## src/rtl/rq_pkg.sv

```systemverilog
// Shared encodings for the elevator request scheduler: direction codes driven
// on ud_mode and the scheduler state values.
package rq_pkg;

   localparam logic [1:0] MODE_STOP = 2'b00;
   localparam logic [1:0] MODE_UP   = 2'b01;
   localparam logic [1:0] MODE_DOWN = 2'b10;

   localparam logic [1:0] ST_IDLE = 2'd0;
   localparam logic [1:0] ST_UP   = 2'd1;
   localparam logic [1:0] ST_DOWN = 2'd2;
   localparam logic [1:0] ST_DOOR = 2'd3;

   function automatic logic [1:0] state_mode(input logic [1:0] st);
      case (st)
         ST_UP:   return MODE_UP;
         ST_DOWN: return MODE_DOWN;
         default: return MODE_STOP;
      endcase
   endfunction

endpackage

```

## src/rtl/rq_mask.sv

```systemverilog
// Combinational floor masks: is anything pending above, below or at the
// car's one-hot position.
module rq_mask
   import rq_pkg::*;
#(
   parameter int FLOORS = 4
) (
   input  logic [FLOORS-1:0] position,
   input  logic [FLOORS-1:0] pend,
   output logic              above_any,
   output logic              below_any,
   output logic              here_any
);

   logic [FLOORS-1:0] above_mask;
   logic [FLOORS-1:0] below_mask;
   logic              seen;

   // A floor is "above" once the position bit has been passed scanning upwards.
   always_comb begin
      above_mask = '0;
      below_mask = '0;
      seen       = 1'b0;
      for (int i = 0; i < FLOORS; i++) begin
         above_mask[i] = seen;
         seen          = seen | position[i];
      end
      seen = 1'b0;
      for (int i = FLOORS - 1; i >= 0; i--) begin
         below_mask[i] = seen;
         seen          = seen | position[i];
      end
   end

   assign above_any = |(pend & above_mask);
   assign below_any = |(pend & below_mask);
   assign here_any  = |(pend & position);

endmodule

```

## src/rtl/rq_scheduler.sv

```systemverilog
// Elevator request scheduler: latches hall/car calls, chooses travel direction
// and commands stops, collective in the direction of travel.
module rq_scheduler
   import rq_pkg::*;
#(
   parameter int FLOORS = 4
) (
   input  logic              clk,
   input  logic              rst_n,
   input  logic [FLOORS-1:0] up_req,
   input  logic [FLOORS-1:0] down_req,
   input  logic [FLOORS-1:0] in_ele_req,
   input  logic [FLOORS-1:0] position,
   input  logic              arrive,
   input  logic              door_done,
   output logic [1:0]        ud_mode,
   output logic              stop,
   output logic [FLOORS-1:0] up_lamp,
   output logic [FLOORS-1:0] down_lamp,
   output logic [FLOORS-1:0] in_lamp,
   output logic              pos_err
);

   localparam logic [FLOORS-1:0] ONE   = {{(FLOORS-1){1'b0}}, 1'b1};
   localparam logic [FLOORS-1:0] UP_OK = {1'b0, {(FLOORS-1){1'b1}}};
   localparam logic [FLOORS-1:0] DN_OK = {{(FLOORS-1){1'b1}}, 1'b0};

   logic [1:0]        state_q, state_d;
   logic              dir_up_q, dir_up_d;
   logic              stop_q, stop_d;
   logic [FLOORS-1:0] up_q, up_d, dn_q, dn_d, in_q, in_d;
   logic              pos_ok, above_any, below_any, here_any;
   logic              up_here, dn_here, in_here;
   logic              serve, serve_up, door_clr, clr_up, clr_dn, clr_in;

   assign pos_ok  = (position != '0) && ((position & (position - ONE)) == '0);
   assign pos_err = ~pos_ok;
   assign up_here = |(up_q & position);
   assign dn_here = |(dn_q & position);
   assign in_here = |(in_q & position);

   rq_mask #(.FLOORS(FLOORS)) u_mask (
      .position  (position),
      .pend      (up_q | dn_q | in_q),
      .above_any (above_any),
      .below_any (below_any),
      .here_any  (here_any)
   );

   // All transitions are frozen while position is not a single floor.
   always_comb begin
      state_d  = state_q;
      dir_up_d = dir_up_q;
      stop_d   = 1'b0;
      serve    = 1'b0;
      serve_up = dir_up_q;
      if (pos_ok) begin
         case (state_q)
            ST_IDLE: begin
               if (here_any) begin
                  serve    = 1'b1;
                  serve_up = up_here | ~dn_here;
               end else if (above_any) begin
                  state_d = ST_UP;
               end else if (below_any) begin
                  state_d = ST_DOWN;
               end
            end
            ST_UP: begin
               if (arrive && (up_here || in_here)) begin
                  serve    = 1'b1;
                  serve_up = 1'b1;
               end else if (arrive && dn_here && !above_any) begin
                  serve    = 1'b1;
                  serve_up = 1'b0;
               end else if (!above_any && !here_any) begin
                  state_d = ST_IDLE;
               end
            end
            ST_DOWN: begin
               if (arrive && (dn_here || in_here)) begin
                  serve    = 1'b1;
                  serve_up = 1'b0;
               end else if (arrive && up_here && !below_any) begin
                  serve    = 1'b1;
                  serve_up = 1'b1;
               end else if (!below_any && !here_any) begin
                  state_d = ST_IDLE;
               end
            end
            default: begin
               if (door_done) begin
                  if (dir_up_q) begin
                     if (above_any)                state_d = ST_UP;
                     else if (below_any || dn_here) state_d = ST_DOWN;
                     else                          state_d = ST_IDLE;
                  end else begin
                     if (below_any)                state_d = ST_DOWN;
                     else if (above_any || up_here) state_d = ST_UP;
                     else                          state_d = ST_IDLE;
                  end
               end
            end
         endcase
      end
      if (serve) begin
         state_d  = ST_DOOR;
         stop_d   = 1'b1;
         dir_up_d = serve_up;
      end
   end

   // Clears win over a press of the same bit in the same cycle.
   always_comb begin
      door_clr = pos_ok && (state_q == ST_DOOR);
      clr_in   = serve | door_clr;
      clr_up   = (serve & serve_up) | (door_clr & dir_up_q);
      clr_dn   = (serve & ~serve_up) | (door_clr & ~dir_up_q);
      up_d     = (up_q | (up_req & UP_OK)) & ~(position & {FLOORS{clr_up}});
      dn_d     = (dn_q | (down_req & DN_OK)) & ~(position & {FLOORS{clr_dn}});
      in_d     = (in_q | in_ele_req) & ~(position & {FLOORS{clr_in}});
   end

   // NOTE: reset clears every pending call, so a reset mid-trip forgets all requests.
   always_ff @(posedge clk or negedge rst_n) begin
      if (!rst_n) begin
         state_q  <= ST_IDLE;
         dir_up_q <= 1'b1;
         stop_q   <= 1'b0;
         up_q     <= '0;
         dn_q     <= '0;
         in_q     <= '0;
      end else begin
         state_q  <= state_d;
         dir_up_q <= dir_up_d;
         stop_q   <= stop_d;
         up_q     <= up_d;
         dn_q     <= dn_d;
         in_q     <= in_d;
      end
   end

   assign ud_mode   = state_mode(state_q);
   assign stop      = stop_q;
   assign up_lamp   = up_q;
   assign down_lamp = dn_q;
   assign in_lamp   = in_q;

endmodule

```

## config.mk

```make
export PLATFORM = sky130hd
export DESIGN_NAME = rq_scheduler
export DESIGN_NICKNAME = d
export VERILOG_FILES = /design/src/rtl/rq_pkg.sv /design/src/rtl/rq_mask.sv /design/src/rtl/rq_scheduler.sv
export SDC_FILE = /design/constraint.sdc
export NUM_CORES = 1
export LEC_CHECK = 0
export ABC_AREA = 1
export CORE_MARGIN = 2
export CORE_UTILIZATION = 45
export DETAILED_ROUTE_END_ITERATION = 8
export GPL_TIMING_DRIVEN = 0
export PLACE_DENSITY = 0.75
export SLEW_MARGIN = 20
export SYNTH_ARGS = -nofsm -noshare
export SYNTH_HDL_FRONTEND = slang
export SYNTH_SLANG_ARGS = --single-unit
```

## constraint.sdc

```tcl
create_clock -name clk -period 2 [get_ports clk]
set_input_delay 0.5 -clock clk [delete_from_list [all_inputs] [get_ports clk]]
set_output_delay 0.5 -clock clk [all_outputs]
set_load 0.01 [all_outputs]
```

==> run metrics, run 1 <==
slew at the pin closest to its max-slew limit 0.7307 ns; net switching power figure 772.0 uW; RePlAce Congestion 0.8394; type of the worst setup path flop to primary output; Worst-Skew Late Latency 0.29 ns; worst path buffer plus inverter count 1; RSZ-0062 raised after global routing false; layout cell share with drive strength beyond 1 0.2162; worst hold path endpoint down_lamp[2]; register area share after synthesis 0.3037; Rows 19; DRC errors left 0; delay-heaviest family, CP buffers and inverters; gr usage total 0.2127; Finished Layout Cells 253; Final Core Density 0.6154; die area 0.003388 mm2; syn avg cell area 7.110 um2; Worst Path Arrival 1.35 ns; Reg2Reg Setup Slack 0.18 ns; power density over the cells 1046 mW/mm2; first-pass GRT wire length 5520 um; sequential share of power 0.321; Clock power frac 0.122; Port Buf Inserts 29; Clock Sinks 16; Max Freq 541.6 MHz; Syn. warnings 0; LEAKAGE 0.0008622 uW; Tot Pwr 1790 uW; DRT iter0 DRCs 43; worst IR drop on VDD 0.7372 mV; period utilisation layout 0.9232; largest net degree at the start of global routing 17; via-per-instance ratio 5.194; GR Overflow Total 0; Nets 248; crit path cell chain clkdlybuf4s50_1; I/O pin count 36; Core Box Area 0.002781 mm2; Net Sw Frac 0.4314; Critical Path RT 1.50 ns; antenna cell count 0; Syn Nets 211; drt first pass iters 4; Logic pwr share 0.557; DP Wirelength 2540 um; Synth Area in XOR/XNOR 0; number of CTS-inserted buffers 3; CP max stage delay 0.59 ns; Yosys reg bits 16; min cycle time layout 1.846 ns; maxcap violations 0; CTS tree done; vias 1314; Routed Antenna Nets 0; vias in the first global route 1241; mux share of post-synthesis cell area 0; Internal Power 1018 uW; critical path's slowest cell clkdlybuf4s50_1; Reg-to-Reg End up_lamp[3]; Post-Synth Adder-Cell Area 0.04730; relative slew slack 0.5113; P&R area growth vs syn 29.42%; WL/cell 12.81 um; CP max FO 4; Final setup violation count 0; Fin. Hold Viols 0; chip height 58.21 um; Worst Setup Start Kind flop; Die W 58.21 um; worst-case reg-to-reg path depth 12; largest family of logic cells by synthesized area simple AND/OR/NAND/NOR gates; post-synthesis cell count 186; synthesized area 0.001323 mm2; Total Wirelength 3242 um; Hold Crit Start position[2]; placed cells 246; initial antenna violation count 0; unique cell type count in the Yosys netlist 25; Slew Viols, Final 0; initial core utilization 0.4755; setup TNS after final layout 0 ns; Final Skew 0.003727 ns; FF-to-FF Start up_lamp[2]; hold path cells 2; H-tree lvl count 1; Compound-Gate Fraction of Synth Area 0.1192; Hold/Removal Path Class primary input to flop; Clock transition at path regs 0.09 ns; run status finished clean; simple-gate share of the synthesized area 0.4333; clk buf depth 2; Worst setup EP type primary output; Root Driver clkbuf_4
-- worst max path at each step --
stage | from | endpoint | slack, ns | cells after the start
after CTS | up_lamp[0] | up_lamp[0] | 0.16 | 1
after detailed placement | arrive | up_lamp[3] | -0.04 | 8
after floorplan | position[2] | down_lamp[1] | 0.32 | 13
after global routing | up_lamp[2] | state_q[1] | 0.01 | 12
final | up_lamp[0] | up_lamp[0] | 0.15 | 1
after global placement | position[1] | pos_err | -0.01 | 7
-- power groups by stage --
stage / Clock (uW) / Sequential, uW / Combinational (uW)
4_1_cts: 223 / 569 / 1000
6_report: 218 / 575 / 998
2_1_floorplan: 0 / 591 / 577
3_3_place_gp: 0 / 573 / 936
5_1_grt: 232 / 591 / 1110
3_5_place_dp: 0 / 581 / 957
-- flip-flops by register name, indices dropped and copies added (netlist names) --
name and count:
down_lamp 4, in_lamp 4, stop 1, dir_up_q 1
up_lamp 4, state_q 2
-- layout by cell type (no fill, tap or decap), types with 4 or more instances in the layout --
cell type | Yosys | routed
nand2_1 | 60 | 59
clkdlybuf4s50_1 | 0 | 26
inv_1 | 18 | 18
nor2_1 | 18 | 18
dfrtp_1 | 15 | 15
nand2_2 | 11 | 12
a21oi_1 | 9 | 9
nand2_4 | 5 | 5
o21ai_1 | 5 | 5
nand3_1 | 5 | 5
buf_6 | 4 | 4
inv_2 | 4 | 4
a21oi_2 | 4 | 4
o21ai_0 | 4 | 4
ha_1 | 5 | 4
-- cells by family after synthesis --
kind of cell / count (synthesis)
AO/OA/AOI/OAI: 26
flip-flops: 16
adder cells (fa/ha/maj): 5
AND/OR/NAND/NOR: 113
buffers and inverters: 26
-- worst reg2reg max path, delay by kind of cell (launching register included) --
family | cells | cell delay [ns]
compound gates | 2 | 0.30
flops | 1 | 0.42
simple gates | 9 | 0.95
buf+inv | 1 | 0.04
-- cells in the mapped netlist (all sizes together) --
master  instances  area, um2
dfstp           1      26.28
nor2           24      120.1
buf             4      45.04
or2             1      8.760
nand2          76      350.3
dfrtp          15      375.4
o221ai          2      17.52
nor3            1      5.000
o21ai           9      45.04
a21boi          1      7.510
o21bai          1      7.510
nand3           8      70.06
a21oi          13      80.07
ha              5      62.56
inv            22      82.57
nand4           3      18.77
-- per-layer routing --
layer | track usage | vias up | share of wire
met4 | 0.07973 | 0 | 0.016
met3 | 0.01786 | 5 | 0.050
met5 | 0 | - | 0
li1 | - | 652 | -
met1 | 0.2849 | 617 | 0.45
met2 | 0.3571 | 40 | 0.48
-- metrics by stage --
stage	hold slack, ns	setup slack (ns)	instance area, um2
2_1_floorplan	0.2044	0.3234	1323
3_3_place_gp	0.5302	-0.009666	1652
3_5_place_dp	0.5449	-0.03504	1652
4_1_cts	0.4124	0.1564	1709
5_1_grt	0.4226	0.01493	1712
6_report	0.4201	0.1536	1712
-- timing repair --
item | 4_1_cts | 5_1_grt
setup buffers | 3 | 0
endpoints found under the setup margin | 3 | 3
resized for setup | 4 | 1
hold buffers | 0 | 0
-- layout make-up --
| cell class | count | area (um2) |
|---|---|---|
| Fill cell | 270 | 1070 |
| Multi-Input combinational cell | 144 | 798.3 |
| Sequential cell | 16 | 401.6 |
| Timing Repair Buffer | 32 | 309.0 |
| Inverter | 22 | 82.58 |
| Buffer | 4 | 45.04 |
| Tap cell | 31 | 38.79 |
| Clock buffer | 4 | 36.28 |
(Power assumes the default switching activity.)
==> inputs of run 2 (changes only) <==
==> constraint.sdc (replaced) <==
create_clock -name clk -period 2.15 [get_ports clk]
set_input_delay 0.5375 -clock clk [delete_from_list [all_inputs] [get_ports clk]]
set_output_delay 0.5375 -clock clk [all_outputs]
set_load 0.01 [all_outputs]
==> run 2 against run 1 <==
  * Critical path depth did not move
  * Non-clock buffer count fell by 1
  * Setup slack improved by 0.11 ns
  * Clock power fell by 7%
  * Utilization rose by 0.090 points
  * Critical endpoint unchanged
  * Cell count fell by 0.40%
  * Register-to-register slack improved by 0.13 ns
  * Global-route usage fell by 0.093 points
  * Largest power group unchanged
  * Die area did not move
  * Via count rose by 0.23%
  * Largest cell class unchanged
  * Combinational power fell by 7.6%
==> run metrics, run 2 (synthesized netlist as in run 1, its figures left out) <==
drt first pass iters 4; GR Overflow Total 0; largest net degree at the start of global routing 17; relative slew slack 0.5148; min cycle time layout 1.882 ns; Port Buf Inserts 29; Clock Sinks 16; RePlAce Congestion 0.8394; commonest cells after routing, fill and taps aside nand2_1, clkdlybuf4s50_1, inv_1, nor2_1, dfrtp_1; sequential share of power 0.324; Worst-Skew Late Latency 0.30 ns; Final Skew 0.005783 ns; crit path cell chain clkdlybuf4s50_1; type of the worst setup path flop to primary output; Root Driver clkbuf_4; CTS tree done; Worst Path Arrival 1.34 ns; Fin. Hold Viols 0; Clock power frac 0.122; Final setup violation count 0; Worst setup EP type primary output; Slew Viols, Final 0; placed inst area 0.001652 mm2; Final Core Density 0.6163; Die W 58.21 um; number of CTS-inserted buffers 3; run status finished clean; DRC errors left 0; worst IR drop on VDD 0.7097 mV; Critical Path RT 1.61 ns; P&R area growth vs syn 29.61%; Rows 19; power density over the cells 970.0 mW/mm2; Net Sw Frac 0.4298; vias in the first global route 1235; initial core utilization 0.4755; Design Area, Final 0.001714 mm2; via-per-instance ratio 5.226; hold_buf cts 0; clk buf depth 2; vias 1317; maxcap violations 0; WL/cell 12.86 um; first-pass GRT wire length 5499 um; antenna cell count 0; chip height 58.21 um; die area 0.003388 mm2; gr usage total 0.2118; delay-heaviest family, CP buffers and inverters; Total Wirelength 3241 um; Logic pwr share 0.554; layout cell share with drive strength beyond 1 0.2127; Internal Power 948.1 uW; LEAKAGE 0.0008832 uW; Core Box Area 0.002781 mm2; Hold/Removal Path Class primary input to flop; Nets 247; Routed Antenna Nets 0; DRT iter0 DRCs 49; I/O pin count 36; setup TNS after final layout 0 ns; period utilisation layout 0.8754; critical path's slowest cell clkdlybuf4s50_1; CP max FO 4; worst path buffer plus inverter count 1; leading cell type in the layout, fill and taps excluded nand2_1; Max Freq 531.3 MHz; slew at the pin closest to its max-slew limit 0.7256 ns; RSZ-0062 raised after global routing false; net switching power figure 714.7 uW; H-tree lvl count 1; Worst Setup Start Kind flop; DP Wirelength 2540 um; Clock transition at path regs 0.10 ns; CP max stage delay 0.59 ns; initial antenna violation count 0
-- run 2: stage by stage --
stage	hold WS, ns	std cells	power [uW]	worst slack, ns
floorplan	0.2419	186	1087	0.4359
global placement	0.5302	246	1403	0.06533
detailed placement	0.5449	246	1431	0.04711
CTS	0.4499	252	1673	0.009377
global route	0.4601	252	1793	0.1355
finish	0.4567	252	1663	0.2678
-- run 2: repair_timing --
action / CTS / global route
endpoints found under the setup margin: 2 / 3
setup buffers: 2 / 0
resized for setup: 1 / 4
-- run 2: area by class of cell --
| cell class | instances | area [um2] |
|---|---|---|
| repair buffers | 31 | 312.8 |
| flip-flops and latches | 16 | 402.9 |
| well taps | 31 | 38.79 |
| clock buffers | 4 | 36.28 |
| fillers | 268 | 1067 |
| plain buffers | 4 | 45.04 |
| inverters | 22 | 82.58 |
| multi-input cells | 144 | 795.8 |
-- run 2: routing by layer --
metal,global-route usage,vias to the layer above,wire [um]
met2,0.3555,41,1587
met5,0,-,0
met1,0.2835,620,1453
met3,0.01786,5,147
li1,-,651,-
met4,0.07973,0,53
-- run 2: power by group through the flow --
| stage | Sequential (uW) | Clock [uW] | Combinational (uW) |
|---|---|---|---|
| floorplan | 550 | 0 | 536 |
| global placement | 533 | 0 | 870 |
| detailed placement | 541 | 0 | 891 |
| CTS | 533 | 208 | 932 |
| global route | 555 | 216 | 1020 |
| finish | 538 | 203 | 922 |
-- run 2: worst paths after layout --
path	cells past startpoint	slack (ns)	start	to
max	1	0.27	up_lamp[0]	up_lamp[0]
min reg2reg	2	0.59	state_q[1]	state_q[1]
max reg2reg	12	0.31	up_lamp[2]	up_lamp[3]
max in group asynchronous	1	0.98	rst_n	state_q[1]
min in group asynchronous	1	0.66	rst_n	down_lamp[1]
min	2	0.46	position[3]	down_lamp[3]
